<file path="src/rtl/clock_mode_controller_pkg.sv">
// Shared definitions for the alarm-clock mode controller.
//   - field widths for hours / minutes / seconds
//   - mode encodings driven on the mode output
//   - field_sel codes
//   - button identifiers and the priority selector used by the FSM
package clock_mode_controller_pkg;

  localparam int HOUR_W = 5;
  localparam int MIN_W  = 6;
  localparam int SEC_W  = 6;

  localparam logic [1:0] MODE_CLOCK     = 2'd0;
  localparam logic [1:0] MODE_ADJ_TIME  = 2'd1;
  localparam logic [1:0] MODE_ADJ_ALARM = 2'd2;
  localparam logic [1:0] MODE_RINGING   = 2'd3;

  localparam logic FIELD_MIN  = 1'b0;
  localparam logic FIELD_HOUR = 1'b1;

  typedef enum logic [2:0] {
    BTN_NONE = 3'd0,
    BTN_C    = 3'd1,
    BTN_L    = 3'd2,
    BTN_R    = 3'd3,
    BTN_U    = 3'd4,
    BTN_D    = 3'd5
  } btn_t;

  // Only one button acts per cycle: C > L > R > U > D.
  function automatic btn_t btn_select(input logic c, input logic l, input logic r,
                                      input logic u, input logic d);
    btn_t sel;
    if (c) begin
      sel = BTN_C;
    end else if (l) begin
      sel = BTN_L;
    end else if (r) begin
      sel = BTN_R;
    end else if (u) begin
      sel = BTN_U;
    end else if (d) begin
      sel = BTN_D;
    end else begin
      sel = BTN_NONE;
    end
    return sel;
  endfunction

endpackage

</file>
<file path="src/rtl/clock_mode_controller_wrap_incdec.sv">
// wrap_incdec: combinational increment / decrement of a value modulo MOD.
//   value  in  W  current value (expected 0..MOD-1)
//   inc    out W  (value + 1) mod MOD
//   dec    out W  (value - 1) mod MOD
// Out-of-range inputs are folded back into range: inc gives 0, dec gives MOD-1.
module wrap_incdec #(
  parameter int MOD = 60,
  parameter int W   = 6
) (
  input  logic [W-1:0] value,
  output logic [W-1:0] inc,
  output logic [W-1:0] dec
);

  localparam logic [W-1:0] TOP = W'(MOD - 1);

  // Wrap-around increment and decrement of the input value.
  always_comb begin
    inc = '0;
    dec = '0;
    if (value >= TOP) begin
      inc = '0;
    end else begin
      inc = value + W'(1);
    end
    if ((value == '0) || (value > TOP)) begin
      dec = TOP;
    end else begin
      dec = value - W'(1);
    end
  end

endmodule

</file>
<file path="src/rtl/clock_mode_controller.sv">
// clock_mode_controller: central FSM of the alarm clock.
// Sequences CLOCK / ADJ_TIME / ADJ_ALARM / RINGING from single-cycle button
// pulses, owns the edit and alarm-time registers, and issues a one-cycle load
// command to the timekeeping counter.
// Ports:
//   clk, rst                    clock, asynchronous active-high reset
//   btnC_p..btnR_p              one-cycle button pulses
//   tick_1hz                    one-cycle pulse per second
//   cur_hour/cur_min/cur_sec    running time from the counter
//   mode, field_sel             current mode and field being edited
//   disp_hour, disp_min         displayed time (current time or edit regs)
//   time_load, load_hour/min    one-cycle load command with values
//   alarm_en, alarm_ring        alarm armed / ringing
module clock_mode_controller
  import clock_mode_controller_pkg::*;
#(
  parameter int HOURS     = 24,
  parameter int MINUTES   = 60,
  parameter int RING_SECS = 60
) (
  input  logic              clk,
  input  logic              rst,
  input  logic              btnC_p,
  input  logic              btnU_p,
  input  logic              btnD_p,
  input  logic              btnL_p,
  input  logic              btnR_p,
  input  logic              tick_1hz,
  input  logic [HOUR_W-1:0] cur_hour,
  input  logic [MIN_W-1:0]  cur_min,
  input  logic [SEC_W-1:0]  cur_sec,
  output logic [1:0]        mode,
  output logic              field_sel,
  output logic [HOUR_W-1:0] disp_hour,
  output logic [MIN_W-1:0]  disp_min,
  output logic              time_load,
  output logic [HOUR_W-1:0] load_hour,
  output logic [MIN_W-1:0]  load_min,
  output logic              alarm_en,
  output logic              alarm_ring
);

  localparam int RING_W = $clog2(RING_SECS + 1);
  localparam logic [RING_W-1:0] RING_LAST = RING_W'(RING_SECS - 1);

  logic [HOUR_W-1:0] edit_hour_r;
  logic [MIN_W-1:0]  edit_min_r;
  logic [HOUR_W-1:0] alarm_hour_r;
  logic [MIN_W-1:0]  alarm_min_r;
  logic [RING_W-1:0] ring_cnt_r;

  logic [HOUR_W-1:0] hour_inc;
  logic [HOUR_W-1:0] hour_dec;
  logic [MIN_W-1:0]  min_inc;
  logic [MIN_W-1:0]  min_dec;
  btn_t              btn;
  logic              alarm_match;

  assign btn = btn_select(btnC_p, btnL_p, btnR_p, btnU_p, btnD_p);

  assign alarm_match = alarm_en && (cur_hour == alarm_hour_r) && (cur_min == alarm_min_r) &&
                       (cur_sec == '0) && tick_1hz;

  wrap_incdec #(.MOD(HOURS), .W(HOUR_W)) u_hour_wrap (
    .value (edit_hour_r),
    .inc   (hour_inc),
    .dec   (hour_dec)
  );

  wrap_incdec #(.MOD(MINUTES), .W(MIN_W)) u_min_wrap (
    .value (edit_min_r),
    .inc   (min_inc),
    .dec   (min_dec)
  );

  // Display mux: running time outside the adjust modes, edit registers inside.
  always_comb begin
    disp_hour = cur_hour;
    disp_min  = cur_min;
    case (mode)
      MODE_ADJ_TIME, MODE_ADJ_ALARM: begin
        disp_hour = edit_hour_r;
        disp_min  = edit_min_r;
      end
      default: begin
        disp_hour = cur_hour;
        disp_min  = cur_min;
      end
    endcase
  end

  // Mode FSM with edit, alarm, load and ring-counter registers.
  always_ff @(posedge clk or posedge rst) begin
    if (rst) begin
      mode         <= MODE_CLOCK;
      field_sel    <= FIELD_MIN;
      edit_hour_r  <= '0;
      edit_min_r   <= '0;
      alarm_hour_r <= '0;
      alarm_min_r  <= '0;
      alarm_en     <= 1'b0;
      alarm_ring   <= 1'b0;
      ring_cnt_r   <= '0;
      time_load    <= 1'b0;
      load_hour    <= '0;
      load_min     <= '0;
    end else begin
      time_load <= 1'b0;
      case (mode)
        MODE_CLOCK: begin
          case (btn)
            BTN_C: begin
              mode        <= MODE_ADJ_TIME;
              edit_hour_r <= cur_hour;
              edit_min_r  <= cur_min;
              field_sel   <= FIELD_MIN;
            end
            BTN_U: alarm_en <= ~alarm_en;
            // The match is only honoured on a cycle with no button pulse at all.
            BTN_NONE: begin
              if (alarm_match) begin
                mode       <= MODE_RINGING;
                alarm_ring <= 1'b1;
                ring_cnt_r <= '0;
              end
            end
            default: ;
          endcase
        end
        MODE_ADJ_TIME, MODE_ADJ_ALARM: begin
          case (btn)
            BTN_C: begin
              field_sel <= FIELD_MIN;
              if (mode == MODE_ADJ_TIME) begin
                // Commit the edited time, then reuse the edit regs for the alarm.
                time_load   <= 1'b1;
                load_hour   <= edit_hour_r;
                load_min    <= edit_min_r;
                edit_hour_r <= alarm_hour_r;
                edit_min_r  <= alarm_min_r;
                mode        <= MODE_ADJ_ALARM;
              end else begin
                alarm_hour_r <= edit_hour_r;
                alarm_min_r  <= edit_min_r;
                alarm_en     <= 1'b1;
                mode         <= MODE_CLOCK;
              end
            end
            BTN_L, BTN_R: field_sel <= ~field_sel;
            BTN_U: begin
              if (field_sel == FIELD_HOUR) begin
                edit_hour_r <= hour_inc;
              end else begin
                edit_min_r <= min_inc;
              end
            end
            BTN_D: begin
              if (field_sel == FIELD_HOUR) begin
                edit_hour_r <= hour_dec;
              end else begin
                edit_min_r <= min_dec;
              end
            end
            default: ;
          endcase
        end
        MODE_RINGING: begin
          if (btn != BTN_NONE) begin
            mode       <= MODE_CLOCK;
            alarm_ring <= 1'b0;
            ring_cnt_r <= '0;
          end else if (tick_1hz) begin
            // The tick that starts ringing is not counted; this one is tick N.
            if (ring_cnt_r == RING_LAST) begin
              mode       <= MODE_CLOCK;
              alarm_ring <= 1'b0;
              ring_cnt_r <= '0;
            end else begin
              ring_cnt_r <= ring_cnt_r + RING_W'(1);
            end
          end
        end
        default: begin
          mode       <= MODE_CLOCK;
          alarm_ring <= 1'b0;
          ring_cnt_r <= '0;
        end
      endcase
    end
  end

endmodule

</file>
<file path="config.mk">
export PLATFORM = sky130hd
export DESIGN_NAME = clock_mode_controller
export DESIGN_NICKNAME = d
export VERILOG_FILES = /design/src/rtl/clock_mode_controller_pkg.sv /design/src/rtl/clock_mode_controller_wrap_incdec.sv /design/src/rtl/clock_mode_controller.sv
export SDC_FILE = /design/constraint.sdc
export NUM_CORES = 1
export LEC_CHECK = 0
export BUFFER_PORTS_ARGS = -buffer_cell sky130_fd_sc_hd__buf_2
export CAP_MARGIN = 10
export CORE_MARGIN = 2
export CORE_UTILIZATION = 35
export DETAILED_ROUTE_END_ITERATION = 6
export GPL_ROUTABILITY_DRIVEN = 0
export GPL_TIMING_DRIVEN = 0
export PLACE_DENSITY_LB_ADDON = 0.25
export REMOVE_ABC_BUFFERS = 1
export SKIP_LAST_GASP = 1
export SLEW_MARGIN = 20
export SYNTH_ARGS = -nofsm -noshare
export SYNTH_HDL_FRONTEND = slang
export SYNTH_SLANG_ARGS = --single-unit
export TNS_END_PERCENT = 20
</file>
<file path="constraint.sdc">
create_clock -name clk -period 2.2 [get_ports clk]
set_input_delay 0.33 -clock clk [delete_from_list [all_inputs] [get_ports clk]]
set_output_delay 0.33 -clock clk [all_outputs]
set_load 0.005 [all_outputs]
</file>
## Yosys cells after proc, flatten, opt, wreduce, memory -nomap -nowiden

Index checks and enable logic that the tools add are counted.

| word-level totals | value |
|---|---|
| register bits after elaboration | 45 |
| input port bits | 25 |

| operators by class | value |
|---|---|
| reductions and logical operators | 25 |
| $lt $le $gt $ge | 4 |
| muxes and demuxes | 53 |
| add/subtract/negate cells | 5 |
| equal/unequal tests | 27 |
| bitwise logic cells | 2 |

Operator list:

| kind | number |
|---|---|
| $mux W6 | 12 |
| $mux W5 | 7 |
| $pmux W6 S2 | 2 |
| $ne A3 B3 Y1 const B | 7 |
| $reduce_and A5 Y1 | 4 |
| $pmux W6 S3 | 1 |
| $mux W3 | 5 |
| $pmux W5 S3 | 1 |
| $add A6 B1 Y6 const B | 2 |
| $logic_not A6 Y1 | 2 |
| $mux W1 | 12 |
| $mux W2 | 6 |
| $pmux W5 S2 | 1 |
| $ne A2 B2 Y1 const B | 4 |
| $pmux W1 S2 | 4 |
| $reduce_and A4 Y1 | 2 |
| $eq A3 B2 Y1 const B | 2 |
| $eq A3 B3 Y1 const B | 2 |
| $eq A6 B6 Y1 | 1 |
| $eq A6 B6 Y1 const B | 1 |
| $ge A6 B6 Y1 const B | 1 |
| $gt A6 B6 Y1 const B | 1 |
| $pmux W2 S3 | 1 |
| $reduce_and A3 Y1 | 2 |
| 24 further kinds | 33 |

## Longest topological paths before layout

Gate-level depths: netlist of run 1.

| depth | value |
|---|---|
| depth in word-level cells | 9 |
| gate-level depth with buffers | 9 |
| gate-level depth less buffers | 8 |

## Cells and area by module

A second synthesis of run 1 with hierarchy kept.

| unflattened totals | value |
|---|---|
| cell total of the unflattened synthesis | 377 |
| area total of the unflattened synthesis | 3390.8 um^2 |

Modules (own cells, without submodules):

| module | area an instance (um^2) | cells each | instances |
|---|---|---|---|
| clock_mode_controller | 2839.0 | 298 | 1 |
| wrap_incdec (u_min_wrap) | 311.5 | 41 | 1 |
| wrap_incdec (u_hour_wrap) | 240.2 | 38 | 1 |

## Worst setup path after synthesis of run 1

OpenSTA, ideal clock, no wires.

| path | value |
|---|---|
| path kind | register to output |
| from | register mode[0] |
| to | output disp_hour[1] |
| arrival time | 1.832 ns |
| data required time | 1.870 ns |
| setup slack | 0.038 ns |
| cell stages (with the launch flop) | 6 |
| path through | dfrtp_1 > inv_1 > ha_1 > clkbuf_1 > buf_1 > mux2_2 |

| on the way | value |
|---|---|
| longest elaborated chain between the ends | 3 |
| elaborated cells on any way between the ends | 4 |
| classes of those cells | 2 x eq/ne; 1 x mux; 1 x reduce/logical |

RTL lines:

| element | RTL line | source |
|---|---|---|
| from (decl) | clock_mode_controller.sv:32 | `output logic [1:0] mode,` |
| from (signal assigned) | clock_mode_controller.sv:95 | `mode <= MODE_CLOCK;` |
| from (signal assigned) | clock_mode_controller.sv:113 | `mode <= MODE_ADJ_TIME;` |
| from (signal assigned) | clock_mode_controller.sv:122 | `mode <= MODE_RINGING;` |
| $eq A2 B1 Y1 or $eq A2 B2 Y1 (tied branches) | clock_mode_controller.sv:80 | `case (mode)` |
| $reduce_or A2 Y1 (*) | clock_mode_controller.sv:80 |  |
| $mux W5 (*) | clock_mode_controller.sv:80 |  |
| to (decl) | clock_mode_controller.sv:34 | `output logic [HOUR_W-1:0] disp_hour,` |

Every way passes the cells marked *; elsewhere a longest branch is shown, timed or not.

## Final worst setup path of run 1

| path | value |
|---|---|
| from | register mode[1] |
| to | output disp_hour[4] |

The elaborated chain is that of the path after synthesis.

==> flow_metrics.env, run 1 <==
export IMPL_synth_enable_flop_cells=0
export IMPL_grt_pass1_vias=2717
export IMPL_clk_transition_reported_paths_ns=0.09
export IMPL_clock_sinks=45
export IMPL_preCtsSetupSlack_ns=-0.577
export IMPL_die_w_um=99.2
export IMPL_routed_wl_um=8530
export IMPL_finalCritPeriodShare_pct=96.7
export IMPL_crit_end="disp_hour[4]"
export IMPL_core_rowCount=34
export IMPL_final_cell_mix="52 x buf_2, 45 x o21ai_0, 44 x dfrtp_1"
export IMPL_final_util_pct=42.3
export IMPL_ys_types=53
export IMPL_cp_data_arrival_time_ns=1.80
export IMPL_drc=0
export IMPL_ys_flop_type="dfrtp_1"
export IMPL_synth_top_area_share_pct=35.5
export IMPL_routedWlPerCell_um=16.8
export IMPL_vias_per_cell=5.57
export IMPL_ir_worst_vdd_uv=577
export IMPL_skew_ns=0.00817
export IMPL_worst_pin_slew_ns=0.754
export IMPL_portBuffers=52
export IMPL_synth_top_cells_by_area="dfrtp_1 36%, mux2_2 7.1%, o21ai_0 7.1%"
export IMPL_max_freq_mhz=470
export IMPL_final_common_cell="buf_2"
export IMPL_grt_antenna_before_repair=0
export IMPL_reg2reg_from="edit_min_r[2]"
export IMPL_timing_reg2reg_setup_slack_ns=0.09
export IMPL_vias=2829
export IMPL_dp_cells=497
export IMPL_setup_ws_ns=0.0715
export IMPL_r2r_end="edit_min_r[0]"
export IMPL_critPathLaunchType="flop"
export IMPL_holdCritPathClass="input pin to async pin"
export IMPL_crit_path_start="mode[1]"
export IMPL_path_max_fanout=12
export IMPL_drv_cap=0
export IMPL_clock_latency_ns=0.30
export IMPL_ys_async_sr_fraction_pct=100
export IMPL_hold_viol_final=0
export IMPL_grt_max_degree=42
export IMPL_cts_hold_buffers=0
export IMPL_multi_input_area_um2=1970
export IMPL_fin_nets=436
export IMPL_area_growth_syn_to_layout_pct=17.0
export IMPL_slew_viol_final=0
export IMPL_drive_gt1_share_pct=25.0
export IMPL_dieArea_um2=9840
export IMPL_core_region_area_um2=8760
export IMPL_yosysWarningCount=0
export IMPL_rsz0062_at_grt="true"
export IMPL_grt_usage_pct=17.4
export IMPL_setup_viol_count_final=0
export IMPL_postSynthCellCount=358
export IMPL_maxSlewHeadroom_pct=49.6
export IMPL_seq_area_um2=1130
export IMPL_clockBufferDepth=2
export IMPL_cp_data_required_time_ns=1.87
export IMPL_ant_nets=0
export IMPL_drt_iter0_drc=133
export IMPL_overflow=0
export IMPL_n_antenna_cell=0
export IMPL_dp_hpwl_um=5750
export IMPL_syn_area_per_cell_um2=8.86
export IMPL_power_density_nw_per_um2=1410
export IMPL_r2r_cells=6
export IMPL_drt_first_pass_iters=4
export IMPL_period_minus_slack_ns=2.13
export IMPL_placed_area_um2=3500
export IMPL_die_h_um=99.2
export IMPL_synth_yosys_seq_area_share_pct=35.5
export IMPL_root_buffer="clkbuf_8"
export IMPL_ys_ff_latch=45
export IMPL_ctsHtreeMaxLevel=2
export IMPL_num_io_pins=53
export IMPL_grt_pass1_wl_um=13800
export IMPL_status="complete, no violations"
export IMPL_stdcell_count=508
export IMPL_fin_area_um2=3710
export IMPL_initial_core_util_pct=36.2
export IMPL_cp_end_kind="primary output"
export IMPL_cts_tree="built"
export IMPL_cts_made_buffers=5
export IMPL_synth_area_um2=3170
export IMPL_yosys_area_top_type="dfrtp_1"
export IMPL_leakagePower_uw=0.00160
export IMPL_n_fill_cell=888
export IMPL_setup_worst_path_class="flop to primary output"
-- worst min path at each step --
stage,start,endpoint,slack (ns),cells past startpoint
5_1_grt,rst,alarm_ring,0.08,2
4_1_cts,rst,alarm_ring,0.07,2
3_3_place_gp,load_min[0],load_min[0],0.46,2
2_1_floorplan,btnC_p,field_sel,0.44,1
3_5_place_dp,rst,time_load,0.39,2
6_report,rst,alarm_ring,0.05,2
-- critical path, cell delays in order, from the launching register on --
cell and delay (ns):
dfrtp_1 0.40, inv_1 0.16, ha_4 0.44, mux2_2 0.37
buf_2 0.13
-- layer usage --
| metal | part of all wire [%] | global-route usage [%] | vias to the layer above |
|---|---|---|---|
| met5 | 0 | 0 | - |
| met4 | 1.1 | 4.74 | 0 |
| met3 | 4.9 | 2.88 | 8 |
| met2 | 47 | 27.7 | 80 |
| met1 | 47 | 24.5 | 1365 |
| li1 | - | - | 1376 |
-- cells by family after synthesis --
kind of cell,synth area share (%)
AND/OR/NAND/NOR,18.1
AO/OA/AOI/OAI,20.8
flip-flops,35.5
buffers and inverters,4.38
multiplexers,11.5
XOR/XNOR,4.97
adder cells (fa/ha/maj),4.73
-- area by class of cell --
type,count,area share (%)
multi-input combinational,277,53.1
sequential,45,30.4
timing repair buffer,56,8.74
tap,108,3.64
clock buffer,7,2.60
inverter,14,1.42
clock inverter,1,0.135
-- timing repair --
action	4_1_cts	5_1_grt
setup buffers	1	2
resized for setup	4	7
setup endpoints to repair	33	37
endpoints found under the hold margin	0	0
pin swaps	1	1
-- per-stage QoR --
stage	total power [µW]	hold slack [ns]	setup TNS, ns
finish	5230	0.0460	0
detailed placement	4380	0.391	-11.81
global route	5720	0.0784	-0.148
CTS	5060	0.0676	-2.12
floorplan	3510	0.440	-2.92
global placement	4320	0.460	-25.95
-- cell usage after synthesis (4+ instances only) --
library cell	instances
a21oi_1	14
and3_1	5
clkbuf_1	18
dfrtp_1	45
ha_1	12
inv_1	14
mux2_2	20
mux2i_1	14
nand2_1	39
nand3_1	10
nand3b_1	4
nor2_1	20
nor3_1	7
nor3b_1	4
o211ai_1	5
o21ai_0	45
o221ai_1	5
o22ai_1	9
xnor2_1	15
-- state kept, by name, indices dropped and copies added, names as in the netlist --
signal        cells
alarm_en          1
load_hour         5
ring_cnt_r        6
time_load         1
edit_hour_r       5
load_min          6
alarm_hour_r      5
alarm_ring        1
edit_min_r        6
alarm_min_r       6
field_sel         1
mode              2
-- power by group --
part           switching, µW  leakage [µW]  internal, µW
Clock                    297     0.0000542           285
Sequential               496      0.000567          1170
Combinational           1510      0.000980          1470
Total                   2310       0.00160          2920
No activity file was read; power rests on OpenSTA's default activity.
==> inputs of run 2 (changes only) <==
==> constraint.sdc (replaced) <==
create_clock -name clk -period 2.2 [get_ports clk]
set_input_delay 0.22 -clock clk [delete_from_list [all_inputs] [get_ports clk]]
set_output_delay 0.22 -clock clk [all_outputs]
set_load 0.005 [all_outputs]
==> run 2 against run 1 <==
Net effect: setup slack worse by 0.0054 ns; sequential power hardly changed; non-clock buffer count stayed put; first-iteration DRC count is 3.0% lower; count of clock-buffer cells in the layout stayed put; utilization is 0.21 points lower; critical path depth stayed put; flip-flop and latch count stayed put; combinational power is 2% lower.
==> flow_metrics.env, run 2 (synthesis results as in run 1) <==
export IMPL_status="complete, no violations"
export IMPL_n_antenna_cell=0
export IMPL_clock_latency_ns=0.30
export IMPL_max_freq_mhz=469
export IMPL_slew_viol_final=0
export IMPL_worst_pin_slew_ns=0.969
export IMPL_clock_sinks=45
export IMPL_core_region_area_um2=8760
export IMPL_drive_gt1_share_pct=24.0
export IMPL_routedWlPerCell_um=16.6
export IMPL_portBuffers=52
export IMPL_drt_iter0_drc=129
export IMPL_cp_data_required_time_ns=1.98
export IMPL_die_w_um=99.2
export IMPL_core_rowCount=34
export IMPL_grt_pass1_vias=2717
export IMPL_skew_ns=0.00752
export IMPL_drt_first_pass_iters=4
export IMPL_path_max_fanout=22
export IMPL_drv_cap=0
export IMPL_ctsHtreeMaxLevel=2
export IMPL_maxSlewHeadroom_pct=35.2
export IMPL_leakagePower_uw=0.00160
export IMPL_cp_data_arrival_time_ns=1.91
export IMPL_slowest_stage="ha_4"
export IMPL_final_common_cell="buf_2"
export IMPL_root_buffer="clkbuf_8"
export IMPL_grt_antenna_before_repair=0
export IMPL_clockBufferDepth=2
export IMPL_grt_pass1_wl_um=13800
export IMPL_max_stage_delay_ns=0.49
export IMPL_rsz0062_at_grt="true"
export IMPL_vias_per_cell=5.58
export IMPL_grt_usage_pct=17.4
export IMPL_preCtsSetupSlack_ns=-0.577
export IMPL_finalCritPeriodShare_pct=97.0
export IMPL_area_growth_syn_to_layout_pct=16.4
export IMPL_cts_tree="built"
export IMPL_setup_ws_ns=0.0661
export IMPL_die_h_um=99.2
export IMPL_setup_worst_path_class="flop to primary output"
export IMPL_clk_transition_reported_paths_ns=0.09
export IMPL_ant_nets=0
export IMPL_final_cell_mix="52 x buf_2, 45 x o21ai_0, 45 x dfrtp_1"
export IMPL_cts_made_buffers=5
export IMPL_fin_nets=436
export IMPL_num_io_pins=53
export IMPL_hold_viol_final=0
export IMPL_power_density_nw_per_um2=1400
export IMPL_final_util_pct=42.1
export IMPL_dieArea_um2=9840
export IMPL_total_power_uw=5150
export IMPL_overflow=0
export IMPL_cp_end_kind="primary output"
export IMPL_dp_hpwl_um=5750
export IMPL_setup_viol_count_final=0
export IMPL_vias=2834
export IMPL_routed_wl_um=8420
export IMPL_path_cells="inv_1 -> ha_4 -> mux2_2 -> buf_2"
export IMPL_critPathLaunchType="flop"
export IMPL_ir_worst_vdd_uv=574
export IMPL_holdCritPathClass="input pin to flop"
export IMPL_drc=0
export IMPL_grt_max_degree=42
export IMPL_initial_core_util_pct=36.2
export IMPL_period_minus_slack_ns=2.13
==> run 2: path summary, 6_finish.rpt <==
check	startpoint	endpoint	slack, ns	depth (start not counted)
max	mode[0]	disp_hour[4]	0.07	4
max in group asynchronous	rst	edit_min_r[4]	1.21	4
min in group asynchronous	rst	alarm_ring	0.48	3
max reg2reg	edit_min_r[2]	edit_min_r[0]	0.09	6
min reg2reg	load_hour[1]	load_hour[1]	0.49	2
min	cur_hour[1]	edit_hour_r[1]	0.24	3
==> run 2: metal layers <==
metal  share of wire [%]  up-vias  GRT usage (%)
met5                   0        -              0
met4                 1.2        0           4.74
met3                 4.6       10           2.88
met2                  46       64           27.7
met1                  48     1383           24.5
li1                    -     1377              -
==> run 2: worst max-delay path: cells and delay by family (launching register included) <==
kind | cells | cell delay, ns
muxes | 1 | 0.39
DFF | 1 | 0.47
buffers and inverters | 2 | 0.26
adders and majority gates | 1 | 0.49
==> run 2: what timing repair did <==
action / 4_1_cts / 5_1_grt
hold endpoints to repair: 20 / 0
resized for setup: 4 / 3
pin swaps: 1 / 1
hold buffers: 1 / 0
endpoints found under the setup margin: 33 / 37
setup buffers: 1 / 1
==> run 2: cell type report <==
class | instances | area (µm²)
Clock inverter | 1 | 5.00
Sequential cell | 45 | 1130
Clock buffer | 7 | 96.3
Inverter | 14 | 52.6
Tap cell | 108 | 135
Multi-Input combinational cell | 277 | 1950
Timing Repair Buffer | 56 | 323
Fill cell | 891 | 5070
==> run 2: power by group <==
group	internal (µW)	switching (µW)
clock network	285	299
logic	1420	1480
registers	1170	492
==> run 2: through the flow <==
stage	TNS, ns	hold WS [ns]	cell area, µm²	instances
floorplan	-2.92	0.330	3090	336
global placement	-24.72	0.460	3480	496
detailed placement	-10.61	0.281	3500	497
CTS	-0.908	0.233	3650	507
global route	-0.618	0.260	3690	508
finish	0	0.237	3690	508
